**config.mk**
```make
export PLATFORM = sky130hd
export DESIGN_NAME = scr1_memif_arb
export DESIGN_NICKNAME = d
export VERILOG_FILES = /design/src/rtl/scr1_memif_arb.sv
export SDC_FILE = /design/constraint.sdc
export NUM_CORES = 1
export LEC_CHECK = 0
export BUFFER_PORTS_ARGS = -buffer_cell sky130_fd_sc_hd__buf_2
export CELL_PAD_IN_SITES_DETAIL_PLACEMENT = 2
export CELL_PAD_IN_SITES_GLOBAL_PLACEMENT = 2
export CORE_MARGIN = 1
export CORE_UTILIZATION = 15
export CTS_CLUSTER_DIAMETER = 100
export CTS_CLUSTER_SIZE = 10
export DETAILED_ROUTE_END_ITERATION = 16
export GPL_TIMING_DRIVEN = 0
export PLACE_DENSITY_LB_ADDON = 0.08
export SKIP_CTS_REPAIR_TIMING = 1
export SLEW_MARGIN = 15
export SYNTH_ARGS = -nofsm -noshare
export SYNTH_HDL_FRONTEND = slang
export SYNTH_SLANG_ARGS = --single-unit
```
**constraint.sdc**
```tcl
create_clock -name clk -period 2.8 [get_ports clk]
set_input_delay 0.7 -clock clk [delete_from_list [all_inputs] [get_ports clk]]
set_output_delay 0.7 -clock clk [all_outputs]
set_load 0.005 [all_outputs]
```
**src/rtl/scr1_memif_arb.sv**
```systemverilog
// IMEM/DMEM arbiter sharing one memif port toward a single AHB bridge, with an
// owner-ID ordering FIFO for in-order response routing. Optional: SCR1_MEMIF_ARB_RR_EN (round-robin).

package scr1_memif_pkg;

  typedef enum logic {
    SCR1_MEM_CMD_RD = 1'b0,
    SCR1_MEM_CMD_WR = 1'b1
  } type_scr1_mem_cmd_e;

  typedef enum logic [1:0] {
    SCR1_MEM_WIDTH_BYTE  = 2'b00,
    SCR1_MEM_WIDTH_HWORD = 2'b01,
    SCR1_MEM_WIDTH_WORD  = 2'b10
  } type_scr1_mem_width_e;

  typedef enum logic [1:0] {
    SCR1_MEM_RESP_NOTRDY = 2'b00,
    SCR1_MEM_RESP_RDY_OK = 2'b01,
    SCR1_MEM_RESP_RDY_ER = 2'b10
  } type_scr1_mem_resp_e;

endpackage

module scr1_memif_arb
  import scr1_memif_pkg::*;
#(
  parameter int SCR1_ARB_DEPTH = 4,
  parameter int SCR1_ARB_CNT_W = $clog2(SCR1_ARB_DEPTH + 1)
) (
  input  logic                 clk,
  input  logic                 rst_n,
  // IMEM requester
  input  logic                 imem_req,
  input  type_scr1_mem_cmd_e   imem_cmd,
  input  logic [31:0]          imem_addr,
  output logic                 imem_req_ack,
  output logic [31:0]          imem_rdata,
  output type_scr1_mem_resp_e  imem_resp,
  // DMEM requester
  input  logic                 dmem_req,
  input  type_scr1_mem_cmd_e   dmem_cmd,
  input  type_scr1_mem_width_e dmem_width,
  input  logic [31:0]          dmem_addr,
  input  logic [31:0]          dmem_wdata,
  output logic                 dmem_req_ack,
  output logic [31:0]          dmem_rdata,
  output type_scr1_mem_resp_e  dmem_resp,
  // Shared bridge side
  output logic                 mem_req,
  output type_scr1_mem_cmd_e   mem_cmd,
  output type_scr1_mem_width_e mem_width,
  output logic [31:0]          mem_addr,
  output logic [31:0]          mem_wdata,
  input  logic                 mem_req_ack,
  input  logic [31:0]          mem_rdata,
  input  type_scr1_mem_resp_e  mem_resp
);

  localparam int PTR_W = (SCR1_ARB_DEPTH > 1) ? $clog2(SCR1_ARB_DEPTH) : 1;
  localparam logic [PTR_W-1:0]          PTR_LAST = PTR_W'(SCR1_ARB_DEPTH - 1);
  localparam logic [SCR1_ARB_CNT_W-1:0] CNT_FULL = SCR1_ARB_CNT_W'(SCR1_ARB_DEPTH);
  localparam logic OWNER_IMEM = 1'b0;
  localparam logic OWNER_DMEM = 1'b1;

  logic                      owner_q [SCR1_ARB_DEPTH];
  logic [PTR_W-1:0]          wr_ptr;
  logic [PTR_W-1:0]          rd_ptr;
  logic [SCR1_ARB_CNT_W-1:0] cnt;
  logic                      lock;
  logic                      locked_sel;

  logic sel;
  logic policy_sel;
  logic lock_hold;
  logic full;
  logic empty;
  logic accept;
  logic pop;
  logic head_owner;

  function automatic logic [PTR_W-1:0] ptr_next(input logic [PTR_W-1:0] ptr);
    return (ptr == PTR_LAST) ? '0 : ptr + 1'b1;
  endfunction

`ifdef SCR1_MEMIF_ARB_RR_EN
  logic last_gnt;

  // Alternate only on contention; a lone requester is always served.
  always_comb begin
    if (imem_req & dmem_req) policy_sel = ~last_gnt;
    else                     policy_sel = dmem_req;
  end

  always_ff @(posedge clk or negedge rst_n) begin
    if (!rst_n) begin
      last_gnt <= OWNER_IMEM;
    end else if (accept) begin
      last_gnt <= sel;
    end
  end
`else
  // Fixed priority: DMEM wins whenever it asks.
  assign policy_sel = dmem_req;
`endif

  // A held request keeps the grant; if its owner withdraws, the lock is released at once.
  assign lock_hold = lock & ((locked_sel == OWNER_DMEM) ? dmem_req : imem_req);
  assign sel       = lock_hold ? locked_sel : policy_sel;

  assign full   = (cnt == CNT_FULL);
  assign empty  = (cnt == '0);
  assign accept = mem_req & mem_req_ack;
  assign pop    = (mem_resp != SCR1_MEM_RESP_NOTRDY) & ~empty;

  assign mem_req   = rst_n & (imem_req | dmem_req) & ~full;
  assign mem_cmd   = (sel == OWNER_DMEM) ? dmem_cmd   : imem_cmd;
  assign mem_width = (sel == OWNER_DMEM) ? dmem_width : SCR1_MEM_WIDTH_WORD;
  assign mem_addr  = (sel == OWNER_DMEM) ? dmem_addr  : imem_addr;
  assign mem_wdata = (sel == OWNER_DMEM) ? dmem_wdata : 32'h0;

  assign imem_req_ack = accept & (sel == OWNER_IMEM);
  assign dmem_req_ack = accept & (sel == OWNER_DMEM);

  assign head_owner = owner_q[rd_ptr];
  assign imem_rdata = mem_rdata;
  assign dmem_rdata = mem_rdata;
  assign imem_resp  = (pop & (head_owner == OWNER_IMEM)) ? mem_resp : SCR1_MEM_RESP_NOTRDY;
  assign dmem_resp  = (pop & (head_owner == OWNER_DMEM)) ? mem_resp : SCR1_MEM_RESP_NOTRDY;

  // Owner storage carries no reset; validity is tracked by cnt and the pointers.
  always_ff @(posedge clk) begin
    if (accept) begin
      owner_q[wr_ptr] <= sel;
    end
  end

  always_ff @(posedge clk or negedge rst_n) begin
    if (!rst_n) begin
      wr_ptr     <= '0;
      rd_ptr     <= '0;
      cnt        <= '0;
      lock       <= 1'b0;
      locked_sel <= OWNER_IMEM;
    end else begin
      if (accept) wr_ptr <= ptr_next(wr_ptr);
      if (pop)    rd_ptr <= ptr_next(rd_ptr);

      case ({accept, pop})
        2'b10:   cnt <= cnt + 1'b1;
        2'b01:   cnt <= cnt - 1'b1;
        default: cnt <= cnt;
      endcase

      if (accept) begin
        lock <= 1'b0;
      end else if (mem_req) begin
        lock       <= 1'b1;
        locked_sel <= sel;
      end else begin
        lock <= 1'b0;
      end
    end
  end

`ifndef SYNTHESIS
  always @(posedge clk) begin
    if (rst_n && (mem_resp != SCR1_MEM_RESP_NOTRDY)) begin
      assert (!empty)
        else $error("scr1_memif_arb: response received with no outstanding transfer");
    end
  end
`endif

endmodule

```
Word level (Yosys, flattened, before mapping)
Memories as Yosys holds them, arrays and structs flattened.
Index checks and enable logic that the tools add are counted.
{"block": "classes", "add_sub_neg": 4, "multipliers": 0, "div": 0, "magnitude_cmp": 0, "n_eq_ne": 5, "n_shift": 0, "mux": 15, "n_bitwise": 15, "n_reduce_logical": 4}
{"cell": "2-to-1 mux 32 bit", "count": 2}
{"cell": "2-to-1 mux 2 bit", "count": 5}
{"cell": "AND 1 bit", "count": 9}
{"cell": "2-to-1 mux 1 bit", "count": 7}
{"cell": "equality test 2 bit (second input constant)", "count": 3}
{"cell": "case mux 3 bit (2 select lines)", "count": 1}
{"cell": "NOT 1 bit", "count": 5}
{"cell": "adder 2 x 1 -> 2 bit (second input constant)", "count": 2}
{"cell": "nonzero test 2 bit", "count": 2}
{"cell": "adder 3 x 1 -> 3 bit (second input constant)", "count": 1}
{"cell": "equality test 3 bit (second input constant)", "count": 1}
{"cell": "logical NOT 3 bit", "count": 1}
{"cell": "subtractor 3 x 1 -> 3 bit (second input constant)", "count": 1}
{"cell": "equality test 2 x 1 -> 1 bit (second input constant)", "count": 1}
{"cell": "AND reduction 2 bit", "count": 1}
{"cell": "bitwise OR 1 bit", "count": 1}
{"block": "totals", "register_bits": 9, "latchBits": 0, "ramBits": 4, "rom_bits": 0, "inputBits": 139, "out_inout_bits": 138, "elab_cells": 49, "mem_count": 1}
{"memory": "owner_q", "depth": 4, "word_bits": 1, "read_ports": 1, "rd_clocked_by_memory_dff": 0, "write_ports": 1, "line_no": "66", "rtl": "logic owner_q [SCR1_ARB_DEPTH];"}

Longest topological paths before layout
Gate-level depths: netlist of run 1.
{"block": "logic_depth", "word_depth": 6, "ltp_mapped": 9, "depth_no_buf": 9}

Worst setup path after synthesis of run 1
No wires, ideal clock.
{"block": "synth_timing", "path_kind": "in2reg", "start": "input port imem_req", "end": "register cnt[2]", "setup_ps": 79, "t_arrival_ps": 2125, "required_time_ps": 2721, "slack_ps": 596, "stages": 9, "path_buffers": 0, "path_cell_list": "o21ai_1 nor3b_4 inv_1 ha_1 inv_1 fa_1 xor2_1 nor2_1 xor2_1"}
{"block": "synth_via", "elab_chain_cells": 6, "elab_cells_between_ends": 8, "classes_between": "eq/ne (2); mux (1); bitwise (4); reduce/logical (1)"}
{"element": "start: declaration", "line_no": "34", "rtl": "input logic imem_req,"}
{"element": "bitwise OR 1 bit *", "line_no": "116", "rtl": "assign mem_req = rst_n & (imem_req | dmem_req) & ~full;"}
{"element": "AND 1 bit * (2 in series)", "line_no": "116"}
{"element": "AND 1 bit *", "line_no": "113", "rtl": "assign accept = mem_req & mem_req_ack;"}
{"element": "equality test 2 x 1 -> 1 bit or equality test 2 bit (tied branches)", "line_no": "149", "rtl": "case ({accept, pop})"}
{"element": "case mux 3 bit (2 select lines) or nonzero test 2 bit (tied branches)"}
{"element": "end signal: assignment", "line_no": "150", "rtl": "2'b10: cnt <= cnt + 1'b1;"}
{"element": "end signal: assignment", "line_no": "151", "rtl": "2'b01: cnt <= cnt - 1'b1;"}
{"element": "end signal: assignment", "line_no": "152", "rtl": "default: cnt <= cnt;"}
{"element": "end: declaration", "line_no": "69", "rtl": "logic [SCR1_ARB_CNT_W-1:0] cnt;"}
Every way passes the cells marked *; elsewhere a longest branch is shown, timed or not.
A chain may end at the register's enable or synchronous reset.

Worst setup path after layout of run 1
{"block": "layout_timing", "start": "input port rst_n", "end": "output port imem_req_ack"}
{"block": "layout_via", "elab_chain_cells": 4}
{"element": "start: declaration", "line_no": "32", "rtl": "input logic rst_n,"}
{"element": "AND 1 bit (2 in series)", "line_no": "116"}
{"element": "AND 1 bit", "line_no": "113"}
{"element": "AND 1 bit", "line_no": "122", "rtl": "assign imem_req_ack = accept & (sel == OWNER_IMEM);"}
{"element": "end: declaration", "line_no": "37", "rtl": "output logic imem_req_ack,"}
Every way passes these cells.

==> impl_metrics.py, run 1 <==
metrics = {
    "floorplan": {
        "die_w_microns": 117.1,
        "start_util_pct": 15.55,
        "row_count": 41,
        "die-area_sq_um": 13700,
        "die_y_microns": 117.1,
        "ios": 277,
        "core-area_sq_um": 12770,
    },
    "cells_and_area": {
        "final_cell_area_sq_um": 3505,
        "syn_to_final_growth_pct": 76.50,
        "fin_nets": 593,
        "seq_area_sq_um": 345.3,
        "final_layout_size_suffix_gt1_share_pct": 80.49,
        "fillers": 1515,
        "instances_no_fill": 619,
        "fin_util_pct": 27.44,
        "multi_input_area_sq_um": 1070,
    },
    "placement": {
        "port_buffers": 244,
        "dp_cells": 614,
        "gp_congestion": 0.6648,
        "dp_hpwl_microns": 9053,
        "place_area_sq_um": 3422,
    },
    "route": {
        "ant_nets": 0,
        "firstDrtPassIters": 4,
        "drtIter0Drc": 47,
        "wirelength_microns": 9769,
        "via_count": 2234,
        "route.detailed.drc": 0,
        "viasPerCell": 3.609,
        "wl_per_cell_microns": 15.78,
    },
    "synthesis": {
        "synth.top_cell.area_share_pct": 25.71,
        "yosysSeqAreaShare_pct": 17.39,
        "synth_seq_cells": 13,
        "synth_edf_count": 4,
        "ys.flop_type": "dfrtp_1",
        "synth_area_leader_cell": "mux2_4",
        "syn-num-nets": 344,
        "async_flop_share_pct": 69.23,
        "netlist_instances": 198,
        "synth_cell_type_count": 26,
        "synth_common_cells": "buf_4 (64), and2_1 (38), mux2_4 (34), dfrtp_1 (9)",
        "synth_most_common_cell": "buf_4",
        "avgSynthCellArea_sq_um": 10.03,
        "synth.area.top_cells": "mux2_4 (26%), buf_4 (24%), and2_1 (12%)",
        "synth_area_sq_um": 1986,
        "ys_warn_count": 0,
    },
    "timing": {
        "setup_viol": 0,
        "hold_viol": 0,
        "clock.fmax_mhz": 384.1,
        "slew_violations": 0,
        "setup_tns_ns": 0,
        "max_slew_margin_pct": 67.59,
        "tightest_slew_ns": 0.4862,
        "finalCritPeriodShare_pct": 92.99,
        "skew_ns": 0.003345,
        "rsz0062_at_grt": "no",
        "post-route-min-period_ns": 2.604,
    },
    "grt": {
        "grt_max_degree": 14,
        "grt_antenna_before_repair": 2,
        "grt_pass1_wl_microns": 12480,
        "grt_pass1_vias": 2201,
        "gr-total-overflow": 0,
        "grt_usage_pct": 12.50,
    },
    "setup_path": {
        "crit_top_cell": "buf_2",
        "cp_num_buf_inv": 2,
        "worstSetupEndpointType": "primary output",
        "arrival_ns": 1.90,
        "cpPeakStageDelay_ns": 0.45,
        "cp_cell_sequence": "buf_2 > o21ai_1 > nor3b_4 > nor2b_1 > buf_2",
        "worstPathMaxFanout": 10,
        "start_kind": "input port",
        "required_ns": 2.10,
        "cp_slowest_cell": "nor3b_4",
        "crit_type": "in2out",
        "critPathTopFamily": "simple AND/OR/NAND/NOR gates",
    },
    "job": {
        "maxCapViolCount": 0,
    },
    "power": {
        "ir_drop_mv": 0.2044,
        "power_leakage_nw": 2.070,
        "p_per_area_nw_per_um2": 393.5,
        "p_total_w": 0.001379,
    },
    "clock_network": {
        "cts_root_buffer": "clkbuf_16",
        "cts_buffers": 3,
        "htree_levels": 1,
        "cts_tree": "yes",
        "cts_sinks": 13,
        "clock_latency_ns": 0.24,
        "path_clk_slew_ns": 0.05,
        "clockBufferDepth": 2,
    },
    "worst_hold_path": {
        "worstHoldPathType": "in2async",
    },
    "outcome": {
        "run_status": "complete, no violations",
    },
}
-- registers in the layout (all words and copies together) (netlist names) --
| register | count |
|---|---|
| cnt | 3 |
| wr_ptr | 2 |
| lock | 1 |
| owner_q | 4 |
| locked_sel | 1 |
| rd_ptr | 2 |
-- power by group --
part           total, W  switching (W)  internal [W]
Combinational  0.000775       0.000314      0.000461
Sequential     0.000332      0.0000649      0.000267
Clock          0.000272      0.0000821      0.000190
Total           0.00138       0.000461      0.000918
-- cells in the final DEF (no fill, tap or decap), types with 4 or more instances in the layout --
master / n
buf_2: 244
buf_4: 64
and2_1: 38
mux2_4: 34
dfrtp_1: 9
inv_1: 6
nor2_1: 6
ha_1: 6
buf_6: 5
mux2_2: 4
edfxtp_1: 4
-- cells by family (layout without fill, tap and decap cells) --
group,Yosys count,in the layout,synth area share (%)
fa+ha+maj,7,7,4.789
other cells,0,1,0
compound gates,3,3,1.134
simple gates,54,54,17.01
xor+xnor,3,3,1.323
buf+inv,78,326,28.73
mux,40,40,29.62
flops,13,13,17.39
-- worst reg2reg max path, stage by stage (launching register included) --
cell,delay (ns)
dfrtp_1,0.42
nor3b_2,0.35
nor3b_4,0.15
inv_1,0.09
ha_1,0.18
inv_1,0.06
fa_1,0.38
xor2_1,0.16
nor2_1,0.12
xor2_1,0.17
-- final timing paths --
kind                        start            to  slack (ns)  depth (start not counted)
max reg2reg                cnt[0]        cnt[2]        0.65                          9
min                         rst_n        cnt[1]        0.31                          1
min reg2reg                cnt[2]        cnt[2]        0.50                          1
min in group clk           cnt[2]        cnt[2]        0.50                          1
max                         rst_n  imem_req_ack        0.20                          5
max in group asynchronous   rst_n          lock        2.28                          1
-- routing by layer --
| metal | share of wire (%) | track usage (%) |
|---|---|---|
| met3 | 9.4 | 3.656 |
| met2 | 59 | 26.86 |
| met5 | 0 | 0 |
| met4 | 0 | 1.772 |
| met1 | 32 | 11.51 |
-- final cells by class --
cell class / instances / area share (%)
clock buffers: 3 / 2.142
diodes: 1 / 0.07140
repair buffers: 244 / 34.84
flip-flops and latches: 13 / 9.854
multi-input cells: 107 / 30.52
plain buffers: 72 / 15.64
well taps: 172 / 6.141
clock inverters: 1 / 0.1428
inverters: 6 / 0.6426
-- stage by stage --
stage	worst slack, ns	hold slack (ns)
6_report	0.1963	0.3149
4_1_cts	0.1281	0.3198
2_1_floorplan	0.5958	0.4044
3_5_place_dp	0.07134	0.4770
3_3_place_gp	0.1294	0.4752
5_1_grt	0.03674	0.3221
(Power assumes the default switching activity.)
==> run 2: changes to the inputs <==
- CELL_PAD_IN_SITES_DETAIL_PLACEMENT: 2 -> default
- CELL_PAD_IN_SITES_GLOBAL_PLACEMENT: 2 -> default
- CORE_AREA: default -> 2 2 106 108
- CORE_MARGIN: 1 -> default
- CORE_UTILIZATION: 15 -> default
- CTS_CLUSTER_SIZE: 10 -> default
- DIE_AREA: default -> 0 0 108 110
==> run 2 against run 1 <==
Core utilization rose by 4.6 points. Via count fell by 3.4%. Hold slack got worse by 0.0068 ns. Combinational power fell by 3.5%. Flip-flop and latch count did not move. Clock skew rose by 0.0030 ns. Count of clock-buffer cells in the layout did not move.
==> impl_metrics.py, run 2 (same netlist as run 1, synthesis figures left out) <==
metrics = {
    "clock_network": {
        "cts_sinks": 13,
        "cts_root_buffer": "clkbuf_8",
        "cts_buffers": 3,
        "clockBufferDepth": 2,
        "clock_latency_ns": 0.24,
        "htree_levels": 1,
        "path_clk_slew_ns": 0.06,
        "cts_tree": "yes",
    },
    "route": {
        "via_count": 2157,
        "wl_per_cell_microns": 12.71,
        "viasPerCell": 3.681,
        "ant_nets": 0,
        "firstDrtPassIters": 4,
        "route.detailed.drc": 0,
        "drtIter0Drc": 62,
        "wirelength_microns": 7446,
    },
    "setup_path": {
        "r2r_cells": 9,
        "r2r_slack_ns": 0.73,
        "cp_cell_sequence": "buf_2 > o21ai_1 > nor3b_4 > nor2b_1 > buf_2",
        "start_kind": "input port",
        "cpPeakStageDelay_ns": 0.44,
        "arrival_ns": 1.88,
        "setup.worst_path.start": "rst_n",
        "crit_top_cell": "buf_2",
        "required_ns": 2.10,
        "r2r-end": "cnt[2]",
        "worstPathMaxFanout": 10,
        "cp-endpoint": "imem_req_ack",
        "worstSetupEndpointType": "primary output",
        "rr_startpoint": "cnt[2]",
        "cp_slowest_cell": "nor3b_4",
        "crit_type": "in2out",
    },
    "floorplan": {
        "die_w_microns": 108,
        "die_y_microns": 110,
        "row_count": 38,
        "die-area_sq_um": 11880,
        "start_util_pct": 18.56,
        "core-area_sq_um": 10700,
        "ios": 277,
    },
    "power": {
        "power_leakage_nw": 2.054,
        "p_per_area_nw_per_um2": 362.6,
        "ir_drop_mv": 0.2687,
    },
    "placement": {
        "gp_congestion": 0.6803,
        "dp_hpwl_microns": 6681,
        "port_buffers": 244,
        "place_area_sq_um": 3382,
    },
    "cells_and_area": {
        "most-common-layout-cells": "buf_2 (244), buf_4 (64), and2_1 (38)",
        "largest_register_ffs": 4,
        "largest_registers": "owner_q x4, cnt x3",
        "fillers": 1184,
        "final_cell_area_sq_um": 3428,
        "final_common_cell": "buf_2",
        "fin_nets": 593,
        "final_layout_size_suffix_gt1_share_pct": 80.49,
        "fin_util_pct": 32.05,
        "regMostFlops": "owner_q",
        "syn_to_final_growth_pct": 72.65,
        "antenna_cells": 0,
        "multi_input_area_sq_um": 1070,
        "seq_area_sq_um": 345.3,
    },
    "timing": {
        "skew_ns": 0.006330,
        "post-route-min-period_ns": 2.578,
        "hold_viol": 0,
        "clock.fmax_mhz": 387.9,
        "setup_tns_ns": 0,
        "max_slew_margin_pct": 70.13,
        "rsz0062_at_grt": "no",
        "tightest_slew_ns": 0.4481,
        "finalCritPeriodShare_pct": 92.06,
        "slew_violations": 0,
        "setup_viol": 0,
    },
    "worst_hold_path": {
        "worstHoldPathType": "in2async",
    },
    "grt": {
        "gr-total-overflow": 0,
        "grt_antenna_before_repair": 0,
        "grt_pass1_vias": 1989,
        "grt_max_degree": 14,
        "grt_usage_pct": 10.57,
        "grt_pass1_wl_microns": 9763,
    },
    "job": {
        "maxCapViolCount": 0,
    },
    "outcome": {
        "run_status": "complete, no violations",
    },
}
## run 2: cell types whose count changed in the layout (fill, tap and decap cells not counted), sizes merged
cell	previous run	this run
diode	1	0
## run 2: area by class of cell
type                    instances  area share [%]
repair buffers                244           35.62
multi-input cells             107           31.20
plain buffers                  72           15.99
flip-flops and latches         13           10.07
well taps                     140           5.109
clock buffers                   3           1.204
inverters                       6          0.6569
clock inverters                 1          0.1460
## run 2: routing by layer
| metal | wire length (microns) | track usage, % | up-vias |
|---|---|---|---|
| li1 | - | - | 1073 |
| met1 | 2423 | 11.14 | 943 |
| met5 | 0 | 0 | - |
| met3 | 776 | 2.704 | 2 |
| met4 | 27 | 1.648 | 0 |
| met2 | 4219 | 21.29 | 139 |
## run 2: worst min path at each step
stage / from / end / slack, ns / depth (start not counted)
after detailed placement: locked_sel / locked_sel / 0.50 / 1
after floorplan: rst_n / cnt[0] / 0.40 / 0
after global placement: locked_sel / locked_sel / 0.50 / 1
after global routing: rst_n / wr_ptr[1] / 0.32 / 1
after CTS: rst_n / wr_ptr[1] / 0.31 / 1
final: rst_n / wr_ptr[1] / 0.31 / 1
## run 2: through the flow
step           hold WS [ns]  worst slack (ns)  total power, W  cells
6_report             0.3081            0.2222        0.001243    586
5_1_grt              0.3198           0.01966        0.001373    586
4_1_cts              0.3140            0.1589        0.001272    586
3_5_place_dp         0.5017           0.08938        0.001098    582
3_3_place_gp         0.4958            0.1505        0.001089    582
2_1_floorplan        0.4044            0.5958       0.0008065    198
## run 2: power breakdown
group / leakage [nW] / internal [W] / total (W) / switching (W)
Sequential: 0.144 / 0.000266 / 0.000327 / 0.0000607
Clock: 0.0255 / 0.0000983 / 0.000168 / 0.0000693
Combinational: 1.88 / 0.000458 / 0.000748 / 0.000290
## run 2: worst max-delay path, delay by kind of cell
family	cells	cell delay (ns)
AOI/OAI and AO/OA	1	0.20
buffers and inverters	2	0.35
and+or+nand+nor	2	0.62
==> run 3: changes to the inputs <==
- CELL_PAD_IN_SITES_DETAIL_PLACEMENT: default -> 1
- CELL_PAD_IN_SITES_GLOBAL_PLACEMENT: default -> 1
- CORE_AREA: 2 2 106 108 -> 2 2 107 109
- DIE_AREA: 0 0 108 110 -> 0 0 109 111
==> run 3 against run 2 <==
Critical endpoint unchanged. Critical path depth stayed put. Non-clock buffer count stayed put. First-iteration DRC count is 29% lower. Highest routed layer unchanged. Count of clock-buffer cells in the layout up 1.
==> impl_metrics.py, run 3 (same netlist as run 1, synthesis figures left out) <==
metrics = {
    "outcome": {
        "run_status": "complete, no violations",
    },
    "floorplan": {
        "start_util_pct": 17.93,
        "row_count": 39,
        "core-area_sq_um": 11080,
        "die_w_microns": 109,
        "ios": 277,
        "die-area_sq_um": 12100,
        "die_y_microns": 111,
    },
    "setup_path": {
        "start_kind": "input port",
        "required_ns": 2.10,
        "rr_startpoint": "cnt[1]",
        "crit_type": "in2out",
        "r2r_cells": 9,
        "r2r-end": "cnt[2]",
        "worstSetupEndpointType": "primary output",
        "worstPathMaxFanout": 10,
        "arrival_ns": 1.85,
        "r2r_slack_ns": 0.71,
    },
    "cells_and_area": {
        "final_layout_size_suffix_gt1_share_pct": 80.27,
        "fillers": 1379,
        "antenna_cells": 0,
        "largest_registers": "owner_q x4, cnt x3",
        "largest_register_ffs": 4,
        "fin_nets": 593,
        "final_common_cell": "buf_2",
        "instances_no_fill": 589,
        "regMostFlops": "owner_q",
        "most-common-layout-cells": "buf_2 (244), buf_4 (64), and2_1 (38)",
        "syn_to_final_growth_pct": 74.48,
    },
    "route": {
        "wl_per_cell_microns": 14.51,
        "firstDrtPassIters": 3,
        "drtIter0Drc": 44,
        "viasPerCell": 3.703,
        "wirelength_microns": 8546,
        "via_count": 2181,
        "ant_nets": 0,
        "route.detailed.drc": 0,
    },
    "clock_network": {
        "clock_latency_ns": 0.24,
        "clockBufferDepth": 2,
        "cts_sinks": 13,
        "htree_levels": 1,
        "cts_buffers": 3,
        "path_clk_slew_ns": 0.04,
        "cts_root_buffer": "clkbuf_16",
        "cts_tree": "yes",
    },
    "timing": {
        "post-route-min-period_ns": 2.555,
        "slew_violations": 0,
        "setup_tns_ns": 0,
        "rsz0062_at_grt": "no",
        "skew_ns": 0.001713,
        "finalCritPeriodShare_pct": 91.24,
        "hold_viol": 0,
        "setup_viol": 0,
        "clock.fmax_mhz": 391.4,
        "tightest_slew_ns": 0.4455,
        "max_slew_margin_pct": 70.30,
    },
    "grt": {
        "grt_pass1_vias": 2219,
        "grt_antenna_before_repair": 0,
        "gr-total-overflow": 0,
        "grt_usage_pct": 12.94,
        "grt_max_degree": 14,
        "grt_pass1_wl_microns": 12050,
    },
    "placement": {
        "dp_cells": 585,
        "gp_congestion": 0.7165,
        "dp_hpwl_microns": 7789,
        "port_buffers": 244,
    },
    "power": {
        "p_int_w": 0.0009181,
        "power_leakage_nw": 2.067,
        "pwr-share-clk_pct": 19.5,
        "ir_drop_mv": 0.3958,
        "switching_share_pct": 32.28,
        "combPwrFrac_pct": 56.1,
        "power_frac_seq_pct": 24.4,
        "switching_power_w": 0.0004376,
        "p_per_area_nw_per_um2": 391.3,
    },
    "worst_hold_path": {
        "worstHoldPathType": "in2async",
    },
    "job": {
        "maxCapViolCount": 0,
    },
}
-- run 3: how the worst max path moves through the flow --
stage / from / endpoint / slack (ns)
after floorplan: imem_req / cnt[2] / 0.60
after global placement: rst_n / cnt[2] / 0.17
after detailed placement: rst_n / cnt[2] / 0.11
after CTS: rst_n / imem_req_ack / 0.18
after global routing: rst_n / dmem_req_ack / 0.10
final: rst_n / imem_req_ack / 0.25
-- run 3: worst max-delay path, cell delays in order --
cell and delay [ns]:
buf_2 0.23, o21ai_1 0.20, nor3b_4 0.42, nor2b_1 0.18, buf_2 0.12
-- run 3: power by group through the flow --
| stage | sequential [W] | combinational, W | clock (W) |
|---|---|---|---|
| 3_3_place_gp | 0.000333 | 0.000762 | 0 |
| 2_1_floorplan | 0.000318 | 0.000489 | 0 |
| 4_1_cts | 0.000332 | 0.000781 | 0.000274 |
| 3_5_place_dp | 0.000335 | 0.000778 | 0 |
| 5_1_grt | 0.000347 | 0.000853 | 0.000284 |
| 6_report | 0.000330 | 0.000761 | 0.000265 |
-- run 3: per-stage QoR --
stage / util [%] / instance area (sq um) / setup WS [ns] / hold WS (ns) / power, W
floorplan: - / 1986 / 0.5958 / 0.4044 / 0.0008065
global placement: 30.57 / 3386 / 0.1669 / 0.4748 / 0.001095
detailed placement: 30.57 / 3386 / 0.1096 / 0.4783 / 0.001113
CTS: 31.28 / 3465 / 0.1847 / 0.3255 / 0.001388
global route: 31.28 / 3465 / 0.1024 / 0.3309 / 0.001484
finish: 31.28 / 3465 / 0.2452 / 0.3182 / 0.001356
-- run 3: area by class of cell --
| type | count | area (sq um) | area share, % |
|---|---|---|---|
| well taps | 143 | 178.9 | 5.164 |
| multi-input cells | 107 | 1070 | 30.88 |
| plain buffers | 72 | 548.0 | 15.82 |
| flip-flops and latches | 13 | 345.3 | 9.967 |
| repair buffers | 244 | 1221 | 35.25 |
| clock buffers | 4 | 78.83 | 2.275 |
| inverters | 6 | 22.52 | 0.6501 |
-- run 3: per-layer routing --
layer | share of wire (%) | wire length [microns] | vias to the layer above | track usage, %
li1 | - | - | 1072 | -
met1 | 33 | 2843 | 975 | 13.01
met2 | 55 | 4685 | 132 | 26.13
met3 | 11 | 981 | 2 | 4.056
met4 | 0.40 | 34 | 0 | 0.9402
met5 | 0 | 0 | - | 0
